[src/rtl/mem_arb_pkg.sv]
// Shared types for the two-master data-memory arbiter: master index,
//   request payload struct and the default lock limit.
// Ports: none (package).
package mem_arb_pkg;

    localparam int REQ_AW       = 32;  // byte address width carried in mem_req_t
    localparam int REQ_DW       = 32;  // data width carried in mem_req_t
    localparam int BE_W         = 4;   // byte enables per data word
    localparam int MAX_LOCK_DEF = 8;   // default consecutive locked grants

    // One bit is enough: master 0 = core LSU, master 1 = debug loader.
    typedef logic mst_idx_t;

    localparam mst_idx_t MST_LSU = 1'b0;
    localparam mst_idx_t MST_DBG = 1'b1;

    // Payload a master presents alongside its request.
    typedef struct packed {
        logic              we;
        logic [REQ_AW-1:0] addr;
        logic [REQ_DW-1:0] wdata;
        logic [BE_W-1:0]   be;
    } mem_req_t;

    // Round-robin tie-break: the master that was not granted last wins.
    function automatic mst_idx_t rr_pick(input mst_idx_t last);
        return ~last;
    endfunction

endpackage

[src/rtl/rr_arbiter2.sv]
// Two-way round-robin arbiter holding the last-grant pointer (and, with
//   ARB_LOCK_EN defined, the lock hold flag and consecutive-lock counter).
// Latency: grant is combinational on req and registered state (zero cycles).
// Backpressure: a loser simply sees gnt low and must keep req asserted.
// Ports: clk, rst (sync, active-high), req[1:0], lock[1:0] (ARB_LOCK_EN only),
//   gnt[1:0] one-hot or zero, gnt_idx winning master, gnt_any any grant issued.
module rr_arbiter2
    import mem_arb_pkg::*;
#(
    parameter int MAX_LOCK = MAX_LOCK_DEF
) (
    input  logic       clk,
    input  logic       rst,
    input  logic [1:0] req,
`ifdef ARB_LOCK_EN
    input  logic [1:0] lock,
`endif
    output logic [1:0] gnt,
    output mst_idx_t   gnt_idx,
    output logic       gnt_any
);

    mst_idx_t last_q;   // master granted most recently
    mst_idx_t win;

`ifdef ARB_LOCK_EN
    localparam int CW = $clog2(MAX_LOCK + 1);

    logic          hold_q;  // previous grant was issued with its lock bit set
    logic [CW-1:0] cnt_q;   // consecutive locked grants to last_q
    logic          lock_live;

    // The lock only overrides round-robin while the owner is under its limit.
    assign lock_live = hold_q && (cnt_q < CW'(MAX_LOCK));
`endif

    always_comb begin
        win = last_q;
        case (req)
            2'b01:   win = MST_LSU;
            2'b10:   win = MST_DBG;
            2'b11:   win = rr_pick(last_q);
            default: win = last_q;
        endcase
`ifdef ARB_LOCK_EN
        if (lock_live && req[last_q]) begin
            win = last_q;
        end
`endif
    end

    // Grants are suppressed for the whole time reset is held.
    assign gnt_any = (|req) & ~rst;
    assign gnt_idx = win;
    assign gnt     = gnt_any ? ((win == MST_DBG) ? 2'b10 : 2'b01) : 2'b00;

    always_ff @(posedge clk) begin
        if (rst) begin
            last_q <= MST_DBG;   // so master 0 wins the first tie
`ifdef ARB_LOCK_EN
            hold_q <= 1'b0;
            cnt_q  <= '0;
`endif
        end else if (gnt_any) begin
            // Pointer and lock state only move when something is granted;
            // idle cycles leave the next tie-break untouched.
            last_q <= win;
`ifdef ARB_LOCK_EN
            if (lock[win]) begin
                hold_q <= 1'b1;
                if (hold_q && (win == last_q)) begin
                    // Saturate: past the limit the owner keeps winning only
                    // when nobody else is asking.
                    if (cnt_q != CW'(MAX_LOCK)) begin
                        cnt_q <= cnt_q + CW'(1);
                    end
                end else begin
                    // New owner (or freshly locked): this grant is the first.
                    cnt_q <= CW'(1);
                end
            end else begin
                hold_q <= 1'b0;
                cnt_q  <= '0;
            end
`endif
        end
    end

endmodule

[src/rtl/mem_arbiter.sv]
// Arbitrates the core LSU (master 0) and debug loader (master 1) onto one
//   single-port data memory; optional lock feature under macro ARB_LOCK_EN.
// Latency: grant same cycle as req; read response exactly one cycle later.
// Backpressure: no queuing; a losing master holds req and payload until gnt.
// Ports: i_clk, i_rst (sync, active-high); per master i_mN_req/_we/_addr/
//   _wdata/_be (+ i_mN_lock with ARB_LOCK_EN), o_mN_gnt, o_mN_rvalid,
//   o_mN_rdata; memory side o_mem_addr/_wdata/_wbe/_wren, i_mem_rdata.
module mem_arbiter
    import mem_arb_pkg::*;
#(
    parameter int AW       = REQ_AW,
    parameter int DW       = REQ_DW,
    parameter int MAX_LOCK = MAX_LOCK_DEF
) (
    input  logic          i_clk,
    input  logic          i_rst,

    input  logic          i_m0_req,
    input  logic          i_m0_we,
    input  logic [AW-1:0] i_m0_addr,
    input  logic [DW-1:0] i_m0_wdata,
    input  logic [3:0]    i_m0_be,
`ifdef ARB_LOCK_EN
    input  logic          i_m0_lock,
`endif
    output logic          o_m0_gnt,
    output logic          o_m0_rvalid,
    output logic [DW-1:0] o_m0_rdata,

    input  logic          i_m1_req,
    input  logic          i_m1_we,
    input  logic [AW-1:0] i_m1_addr,
    input  logic [DW-1:0] i_m1_wdata,
    input  logic [3:0]    i_m1_be,
`ifdef ARB_LOCK_EN
    input  logic          i_m1_lock,
`endif
    output logic          o_m1_gnt,
    output logic          o_m1_rvalid,
    output logic [DW-1:0] o_m1_rdata,

    output logic [AW-1:0] o_mem_addr,
    output logic [DW-1:0] o_mem_wdata,
    output logic [3:0]    o_mem_wbe,
    output logic          o_mem_wren,
    input  logic [DW-1:0] i_mem_rdata
);

    // AW/DW are expected to match the package payload widths.
    mem_req_t   req0;
    mem_req_t   req1;
    mem_req_t   sel;

    logic [1:0] gnt;
    mst_idx_t   gnt_idx;
    logic       gnt_any;
    logic [1:0] rv_q;   // a read was granted to master N last cycle

    assign req0 = '{we: i_m0_we, addr: i_m0_addr, wdata: i_m0_wdata, be: i_m0_be};
    assign req1 = '{we: i_m1_we, addr: i_m1_addr, wdata: i_m1_wdata, be: i_m1_be};

    rr_arbiter2 #(
        .MAX_LOCK (MAX_LOCK)
    ) u_arb (
        .clk     (i_clk),
        .rst     (i_rst),
        .req     ({i_m1_req, i_m0_req}),
`ifdef ARB_LOCK_EN
        .lock    ({i_m1_lock, i_m0_lock}),
`endif
        .gnt     (gnt),
        .gnt_idx (gnt_idx),
        .gnt_any (gnt_any)
    );

    assign o_m0_gnt = gnt[0];
    assign o_m1_gnt = gnt[1];

    // Memory-side payload mux; everything is driven to zero when idle so
    // the memory never sees a stale address or stray byte enables.
    assign sel         = (gnt_idx == MST_DBG) ? req1 : req0;
    assign o_mem_addr  = gnt_any ? sel.addr  : '0;
    assign o_mem_wdata = gnt_any ? sel.wdata : '0;
    assign o_mem_wbe   = gnt_any ? sel.be    : '0;
    assign o_mem_wren  = gnt_any & sel.we;

    // The memory returns data one cycle after the address, so the response
    // route is simply the previous cycle's read grant.
    always_ff @(posedge i_clk) begin
        if (i_rst) begin
            rv_q <= 2'b00;
        end else begin
            rv_q <= gnt & {~req1.we, ~req0.we};
        end
    end

    // Masked by reset as well, so a response in flight when reset arrives
    // is dropped rather than delivered during reset.
    assign o_m0_rvalid = rv_q[0] & ~i_rst;
    assign o_m1_rvalid = rv_q[1] & ~i_rst;
    assign o_m0_rdata  = o_m0_rvalid ? i_mem_rdata : '0;
    assign o_m1_rdata  = o_m1_rvalid ? i_mem_rdata : '0;

endmodule
[config.mk]
export PLATFORM = sky130hd
export DESIGN_NAME = mem_arbiter
export DESIGN_NICKNAME = d
export VERILOG_FILES = /design/src/rtl/mem_arb_pkg.sv /design/src/rtl/rr_arbiter2.sv /design/src/rtl/mem_arbiter.sv
export SDC_FILE = /design/constraint.sdc
export NUM_CORES = 1
export LEC_CHECK = 0
export ABC_AREA = 1
export CORE_AREA = 8 8 115 117
export DETAILED_ROUTE_END_ITERATION = 8
export DIE_AREA = 0 0 123 125
export HOLD_SLACK_MARGIN = 0.15
export SYNTH_ARGS = -nofsm -noshare
export SYNTH_HDL_FRONTEND = slang
export SYNTH_SLANG_ARGS = --single-unit
[constraint.sdc]
create_clock -name i_clk -period 3.5 [get_ports i_clk]
set_clock_uncertainty 0.2 [all_clocks]
set_input_delay 0.875 -clock i_clk [delete_from_list [all_inputs] [get_ports i_clk]]
set_output_delay 0.875 -clock i_clk [all_outputs]
set_load 0.01 [all_outputs]
# == After elaboration in Yosys (flattened, before gate mapping) ==
# Cells that the tools add are included.
# Widths: inputs -> output; s select.
# classes
n_eq_ne,3
muxes,9
bitwise,9
reduce_logical,1
# ops
op,n
$mux 32,4
$mux 69,1
$and 1x1->1,4
$eq 2x2->1 const B,2
$mux 2,2
$mux 4,1
$not 1->1,4
$pmux 1 s3,1
$and 2x2->2,1
$eq 2x1->1 const B,1
$reduce_or 2->1,1
# word_totals
regBits,3
inputBits,174
output_inout_bits,137
word_cells,24

# == Logic depth before layout (Yosys ltp) ==
# logic_depth
word_depth,5
mapped_depth,6
mapped_depth_nobuf,5

# == By module ==
# Synthesis repeated with hierarchy kept, for this count alone.
# unflattened
cells_unflattened,495
area_unflattened_um2,1975.6
# modules_own_cells
module,n_inst,cells_each,area_each_um2,seq_area_each_um2
mem_arbiter,1,481,1893.1,40.0
rr_arbiter2,1,14,82.6,20.0

# == Worst setup path before layout ==
# OpenSTA, ideal clock, no wires.
# synth_path
path_kind,input port to output port
startpoint,input port i_m1_req
endpoint,output port o_mem_wbe[0]
arrival_time_ns,1.511
required_ns,2.425
path_slack_ns,0.914
stages,6
n_path_buf,2
path_cell_list,nor2_1 nor2_2 buf_2 buf_4 nand3_1 nand2_1
# synth_between
elab_chain_len,4
# synth_rtl
item,line_no,rtl
from (decl),mem_arbiter.sv:30,"input logic i_m1_req,"
$eq 2x2->1 / $eq 2x1->1 (equally long branches),rr_arbiter2.sv:39,case (req)
$pmux 1 s3,rr_arbiter2.sv:39,
$mux 69,mem_arbiter.sv:81,assign sel = (gnt_idx == MST_DBG) ? req1 : req0;
$mux 4 (*),mem_arbiter.sv:84,assign o_mem_wbe = gnt_any ? sel.be : '0;
to (decl),mem_arbiter.sv:44,"output logic [3:0] o_mem_wbe,"
# Mark *: on every way between the ends. The rest lies on a longest branch, timed or not.

# == Worst setup path in the final report ==
# layout_path
startpoint,input port i_m1_req
endpoint,output port o_mem_wdata[23]
# layout_between
elab_chain_len,4
# layout_rtl
item,line_no,rtl
$eq 2x2->1 / $eq 2x1->1 (equally long branches),rr_arbiter2.sv:39,
$pmux 1 s3,rr_arbiter2.sv:39,
$mux 69,mem_arbiter.sv:81,
$mux 32 (*),mem_arbiter.sv:83,assign o_mem_wdata = gnt_any ? sel.wdata : '0;
to (decl),mem_arbiter.sv:43,"output logic [DW-1:0] o_mem_wdata,"
# Marks and branches as above.

==> impl_results.md <==
- WP data required: ~2400 ps
- DIE WIDTH: 123 um
- Xor/xnor share of the synthesized area: 0%
- CTS max path bufs: 2
- Grt ovf: 0
- Final min period: around 3400 ps
- Max frequency: slightly below 0.3 GHz
- Fin crit share: a little over nine tenths
- Post-Route WL: 13,200 um
- Hold Buf Count CTS: 0
- Port bufs: just over 300
- Die height: between 100 and 150 um
- Mapped Cells: 361
- Final ANT Viol Nets: 0
- Compound-Gate Fraction of Synth Area: less than 1%
- Simple-gate share of the synthesized area: roughly 76%
- Leak Pwr: between 0.002 and 0.003 uW
- Status: complete, no violations
- CTS root buffer: clkbuf_16
- CTS tree: yes
- Initial Utilization: ~14%
- Nets@finish: about 840
- Slew margin rel.: between 70 and 80%
- Max Slew Vio Count: 0
- Fin. Hold Viols: 0
- Clk sinks: 3
- WS Path Type: input port to output port
- Antenna violations before repair: 0
- Startpoint types: input port
- Design area: between 5000 and 6000 um2
- Worst vdd ir: around 96 uV
- Post-detailed-route wirelength per cell: 16.2 um
- DR iter-0 viols: 96
- Synth Area in Adders: 0%
- Post-route setup slack: about 75 ps
- Worst hold path type: flip-flop to flip-flop
- Seq/Total Area, Yosys: under 10%
- DR vias/cell: 4.38
- Global-route wire length before repair: 19,100 um
- Yosys reg bits: 3
- Setup violations, final: 0
- Crit path capture type: output port
- Max_cap viols: 0
- DR DRC count: 0
- Non-Filler Instances: ~800
- Synthesized area per cell: roughly 4.5 um2
- Clk slew on worst S/H paths: ~30 ps
- CTS HTree Levels: 1
- Syn_nets: approximately 540
- Yosys Warn Count: 0
- Final RePlAce weighted congestion: 0.810
- DR vias: between 3k and 4k
- Pwr Density: 160 nW/um2
- Post-DP Area: 5020 um2
- Vias in the first global route: ~3.6k
- Ant. Diodes: 0
- Latest clock arrival within the worst-skew pair: 230 ps
- Core area: between 10,000 and 15,000 um2
- Unique masters post-synth: 12
- Top Ports: between 300 and 400
- Die ar.: ~15,000 um2
- Mux share of post-synthesis cell area: 0%
- RSZ-0062 raised after global routing: no
- Routed wl met2: 6600 um
- Site Rows: 40
- Synthesis-to-layout area growth: 216%
- DP HPWL: between 10,000 and 15,000 um
- Worst slack, placed: -298 ps
- Cells after DPL: ~810
- Crit path max fanout: 14
- Mapped Area: 1630 um2
- Share of cells above drive strength 1: between 5 and 6%
- First drt pass iteration count: 4
- Worst Tran Pin Value: roughly 360 ps
- Largest net degree at the start of global routing: 57
- DR top layer: met4
- Metal3 WL: about 1700 um
- Largest family of logic cells by synthesized area: simple AND/OR/NAND/NOR gates
- Num CTS Buffers: 3
- Gr usage total: approximately 15%
- WP data arrival: 2350 ps
- WL met1: 4680 um
- Post-Route Utilization: between 40 and 50%
[cell usage after synthesis]
| cell type | instances | area share (%) |
|---|---|---|
| nor3_1 | 2 | 0.61 |
| clkbuf_1 | 7 | 1.6 |
| buf_4 | 3 | 1.4 |
| o21ai_0 | 1 | 0.31 |
| nand2_1 | 76 | 17 |
| nand3_1 | 138 | 42 |
| inv_1 | 37 | 8.5 |
| nor2_2 | 1 | 0.38 |
| buf_2 | 25 | 7.7 |
| nor2_1 | 67 | 15 |
| o21ai_2 | 1 | 0.54 |
| dfxtp_1 | 3 | 3.7 |
[worst paths after layout]
kind                             start                         to  slack [ps]  cells after the start
max                           i_m1_req            o_mem_wdata[23]          80                      8
min          u_arb.last_q$_SDFFE_PP1P_         rv_q[0]$_SDFF_PP0_         720                      4
max reg2reg  u_arb.last_q$_SDFFE_PP1P_  u_arb.last_q$_SDFFE_PP1P_        1980                      6
min reg2reg  u_arb.last_q$_SDFFE_PP1P_         rv_q[0]$_SDFF_PP0_         720                      4
[cells by family (layout without fill, tap and decap cells)]
logic type | Yosys count | after routing
flip-flops | 3 | 3
AND/OR/NAND/NOR | 284 | 284
AO/OA/AOI/OAI | 2 | 2
buffers and inverters | 72 | 378
[critical path, cell delays in order]
cell,delay (ps)
dlygate4sd2_1,270
buf_4,150
o21ai_4,160
buf_6,140
bufbuf_16,290
nand3_1,100
nand2_1,80
dlygate4sd2_1,280
[per-stage QoR]
step	TNS (ps)	power (uW)	hold WS, ps
floorplan	0	237	518
global placement	-16530	648	726
detailed placement	-19100	652	733
CTS	0	836	746
global route	0	878	816
finish	0	824	721
[cell type report]
class                           count  area, um2
Sequential cell                     3       60.1
Fill cell                        1219       6470
Clock buffer                        4       78.8
Timing Repair Buffer              337       3410
Inverter                           37        139
Tap cell                          147        184
Multi-Input combinational cell    286       1270
[registers in the layout, summed over array words and instances, names as in the netlist]
signal	count
u_arb.last_q	1
rv_q	2
[placed cells by master (no fill, tap or decap), drive strengths merged]
cell and n:
buf 25, bufbuf 2, clkbuf 4, clkdlybuf4s15 1
clkdlybuf4s50 237, dfxtp 3, dlygate4sd2 71, dlymetal6s2s 1
inv 37, nand2 76, nand3 138, nor2 68
nor3 2, o21ai 2
[metal layers]
metal  up-vias  GRT usage, %
li1       1767             -
met1      1565          14.9
met2       217          29.5
met3        16          6.17
met4         0          3.40
met5         -             0
[power by group]
part | internal, uW | total [uW] | switching (uW) | leakage (uW)
registers | 36.4 | 37.9 | 1.52 | 0.0000247
logic | 351 | 600 | 250 | 0.00258
clock network | 151 | 185 | 34.8 | 0.0000382
total | 538 | 824 | 286 | 0.00265
[timing repair]
action / CTS / global route
buffers inserted: 2 / 0
gates cloned: 3 / 0
setup endpoints to repair: 135 / 2
resized for setup: 78 / 2
pin swaps: 1 / 0
(Power assumes the default switching activity.)
==> edit 1: new RTL, config.mk and constraints unchanged <==
The option `ARB_LOCK_EN` is turned on by a define.
--- a/src/rtl/rr_arbiter2.sv
+++ b/src/rtl/rr_arbiter2.sv
@@ -6,2 +6,4 @@
 //   gnt[1:0] one-hot or zero, gnt_idx winning master, gnt_any any grant issued.
+`define ARB_LOCK_EN
+
 module rr_arbiter2
Interface: changed (added i_m0_lock and i_m1_lock); port bits go from 311 to 313. The function was not compared with the original's and may differ.
==> edit 1 against the unedited design <==
- setup slack better by 0.036 ns
- global-route usage up 2.6 points
- final area down 0.39%
- synthesized area up 0.46%
- power grew 12%
- combinational power up 4.5%
- sequential cell count is 5 higher
- via count fell by 11%
- wire length up 13%
- sequential share of layout area is 2.0 points higher
- sequential power grew to 2.7 times the old value
- critical path type unchanged
- largest power group unchanged
==> edit 1: results (changes against the unedited design) <==
stage	metric	value	unit	change
grt	grt_max_degree	34		-40%
finish	num-nonclk-buffers	347		+3.0%
worst_setup_path	r2r_slack	1.71	ns	-0.27 ns
finish	multi_input_area	0.00116	mm^2	-8.8%
finish	num-multi-input-gates	189		-34%
finish	drive_above_1_share	13.6	%	+8.5 points
finish	reg_top3	u_arb.cnt_q (4), rv_q (2)		
finish	seq_share	3.13	%	+2.0 points
grt	grt_pass1_vias	3374		-5.9%
finish	fin_nets	774		-8.1%
grt	grt_usage	18.0	%	+2.6 points
placement	port_buffers	312		+0.65%
drt	dr_wl_met2	7290	um	+11%
grt	grt_use_met3	6.84	%	+0.68 points
synthesis	synthAdderAreaFrac	1.53	%	+1.5 points
worst_setup_path	worst_r2r_path_depth	11		+5
placement	dp_hpwl	13200	um	+21%
finish	fill_cells	1192		-2.2%
pwr	powerDensity	180	mW/mm^2	+12%
status	status	complete, no violations		
pwr	ir_drop	108	uV	+13%
drt	m1WireLength	5470	um	+17%
drt	dr.max_layer_used	met5		
synthesis	synth-compound-area-share	39.3	%	+38 points
placement	place_congestion	0.882		+8.8%
grt	grt_pass1_wl	21100	um	+10%
worst_setup_path	reg2reg_from	u_arb.cnt_q[3]		
pwr	pwr-share-clk	20.9	%	-1.6 points
worst_setup_path	cp_max_fo	13		-1
synthesis	synth.distinct_cells	24		+12
finish	nNonClkInverters	47		+27%
hold_path	hp-start	u_arb.hold_q		
synthesis	synth_xor_area_share	1.07	%	+1.1 points
timing	holdWs	0.334	ns	-0.387 ns
clock_network	cts_resized	139		+78%
synthesis	synth_seq_area_share	9.78	%	+6.1 points
grt	antenna_found_initial	4		+4
clock_network	postCtsSetupRepairBufs	3		+1
synthesis	synthTopCellsByCount	nor2_1, a22o_1, inv_1		
edit 1: changes by cell type in the layout (fill, tap and decap cells not counted), sizes merged, moves of 10 or more:
cell / delta
dlygate4sd2: -35
buf: +24
nand3: -130
inv: +10
nand2: -52
clkdlybuf4s15: +11
a22o: +69
edit 1: metrics by stage:
step | cells | cell area [um^2] | setup TNS [ns]
2_1_floorplan | 264 | 1640 | 0
3_3_place_gp | 732 | 5080 | -34.56
3_5_place_dp | 732 | 5080 | -37.80
4_1_cts | 741 | 5190 | 0
5_1_grt | 741 | 5120 | 0
6_report | 741 | 5120 | 0
edit 1: how the worst min path moves through the flow:
stage                               to  cells past startpoint
after floorplan           u_arb.hold_q                      2
after detailed placement  u_arb.hold_q                      2
after global routing      u_arb.hold_q                      2
after CTS                 u_arb.hold_q                      2
final                     u_arb.hold_q                      2
after global placement    u_arb.hold_q                      2
==> edit 2: new RTL, same settings <==
Without the edit above. Make the reset (`i_rst` and `rst`) asynchronous in 2 clocked blocks.
--- a/src/rtl/rr_arbiter2.sv
+++ b/src/rtl/rr_arbiter2.sv
@@ -56,3 +56,3 @@
 
-    always_ff @(posedge clk) begin
+    always_ff @(posedge clk or posedge rst) begin
         if (rst) begin
--- a/src/rtl/mem_arbiter.sv
+++ b/src/rtl/mem_arbiter.sv
@@ -88,3 +88,3 @@
     // route is simply the previous cycle's read grant.
-    always_ff @(posedge i_clk) begin
+    always_ff @(posedge i_clk or posedge i_rst) begin
         if (i_rst) begin
Function: same outputs for any inputs over 10 cycles, from zero or initial values and one cycle with i_rst high; that may be too few to reach the edited logic, so the function may still have changed.
==> edit 2 against the unedited design <==
- sequential share of layout area rose by 0.18 points
- non-clock buffer count rose by 12
- wire length rose by 10%
- synthesized area rose by 13%
- setup slack got worse by 0.023 ns
- fmax fell by 0.66%
- sequential cell count did not move
- power rose by 39%
- final area rose by 10%
- critical path type unchanged
- critical endpoint is now o_m1_rdata[2]
==> edit 2: results (changes against the unedited design) <==
stage	metric	value	unit	change
synthesis	synth_seq_area_share	4.14	%	+0.45 points
finish	syn2layout_area_growth	208	%	
drt	wirelength	14500	um	+10%
placement	dp_hpwl	10800	um	-0.66%
grt	met2_usage	32.2	%	+2.7 points
finish	register_area	76.3	um^2	+27%
pwr	p_comb	922	uW	+54%
pwr	ir_drop	135	uV	+41%
grt	grt_pass1_vias	3803		+6.1%
worst_setup_path	cp_slowest_cell	clkdlybuf4s50_1		
synthesis	synthTopCellsByCount	nand3_1, nand2_1, nor2_1		
finish	clockNetworkAreaShare	1.39	%	-0.14 points
placement	placed_area	0.00510	mm^2	+1.5%
placement	place_inst	802		-0.37%
pwr	p_leak	3.63	nW	+37%
pwr	powerDensity	202	mW/mm^2	+26%
clock_network	postCtsSetupRepairBufs	8		+6
drt	wl_met3	1430	um	-14%
finish	num-nonclk-buffers	349		+3.6%
grt	grt_usage	17.4	%	+2.0 points
pwr	p_clk	181	uW	-2%
status	status	complete, no violations		
drt	vias	3650		+2.4%
drt	m1WireLength	5410	um	+15%
synthesis	synth.distinct_cells	16		+4
finish	multi_input_area_share	24.3	%	-0.44 points
pwr	internal-power	719	uW	+34%
finish	fill_cells	1148		-5.8%
timing	relSlewSlack	81.3	%	+5.8 points
grt	met1_usage	18.1	%	+3.2 points
grt	grt_max_degree	37		-35%
worst_setup_path	cpPeakStageDelay	0.56	ns	+0.27 ns
drt	dr.pass1.iters	6		+2
synthesis	ys.flop_type	dfrtp_1		
clock_network	cts_resized	119		+53%
edit 2: changes by cell type after synthesis, sizes merged, moves of 2 or more:
cell    before  now
dfrtp        0    2
buf         28   35
clkbuf       7    0
dfxtp        3    0
edit 2: critical path: cells and delay by family:
kind | cells | cell delay [ns]
buffers and inverters | 5 | 1.24
and+or+nand+nor | 2 | 0.22
edit 2: cell families (layout without fill, tap and decap cells):
group                  Yosys count  count (layout)  share of synthesized area [%]
AOI/OAI and AO/OA                3               3                           1.02
DFF                              3               3                           4.14
buffers and inverters           73             391                           21.8
and+or+nand+nor                283             283                           73.0
edit 2: final timing paths:
check	slack, ns	endpoint	cells past startpoint	start
max reg2reg	1.87	rv_q[1]	8	u_arb.last_q
min reg2reg	0.34	u_arb.last_q	2	u_arb.last_q
min in group asynchronous	0.79	rv_q[1]	4	i_rst
max in group asynchronous	2.12	u_arb.last_q	4	i_rst
max	0.05	o_m1_rdata[2]	7	i_rst
min	0.34	u_arb.last_q	2	u_arb.last_q
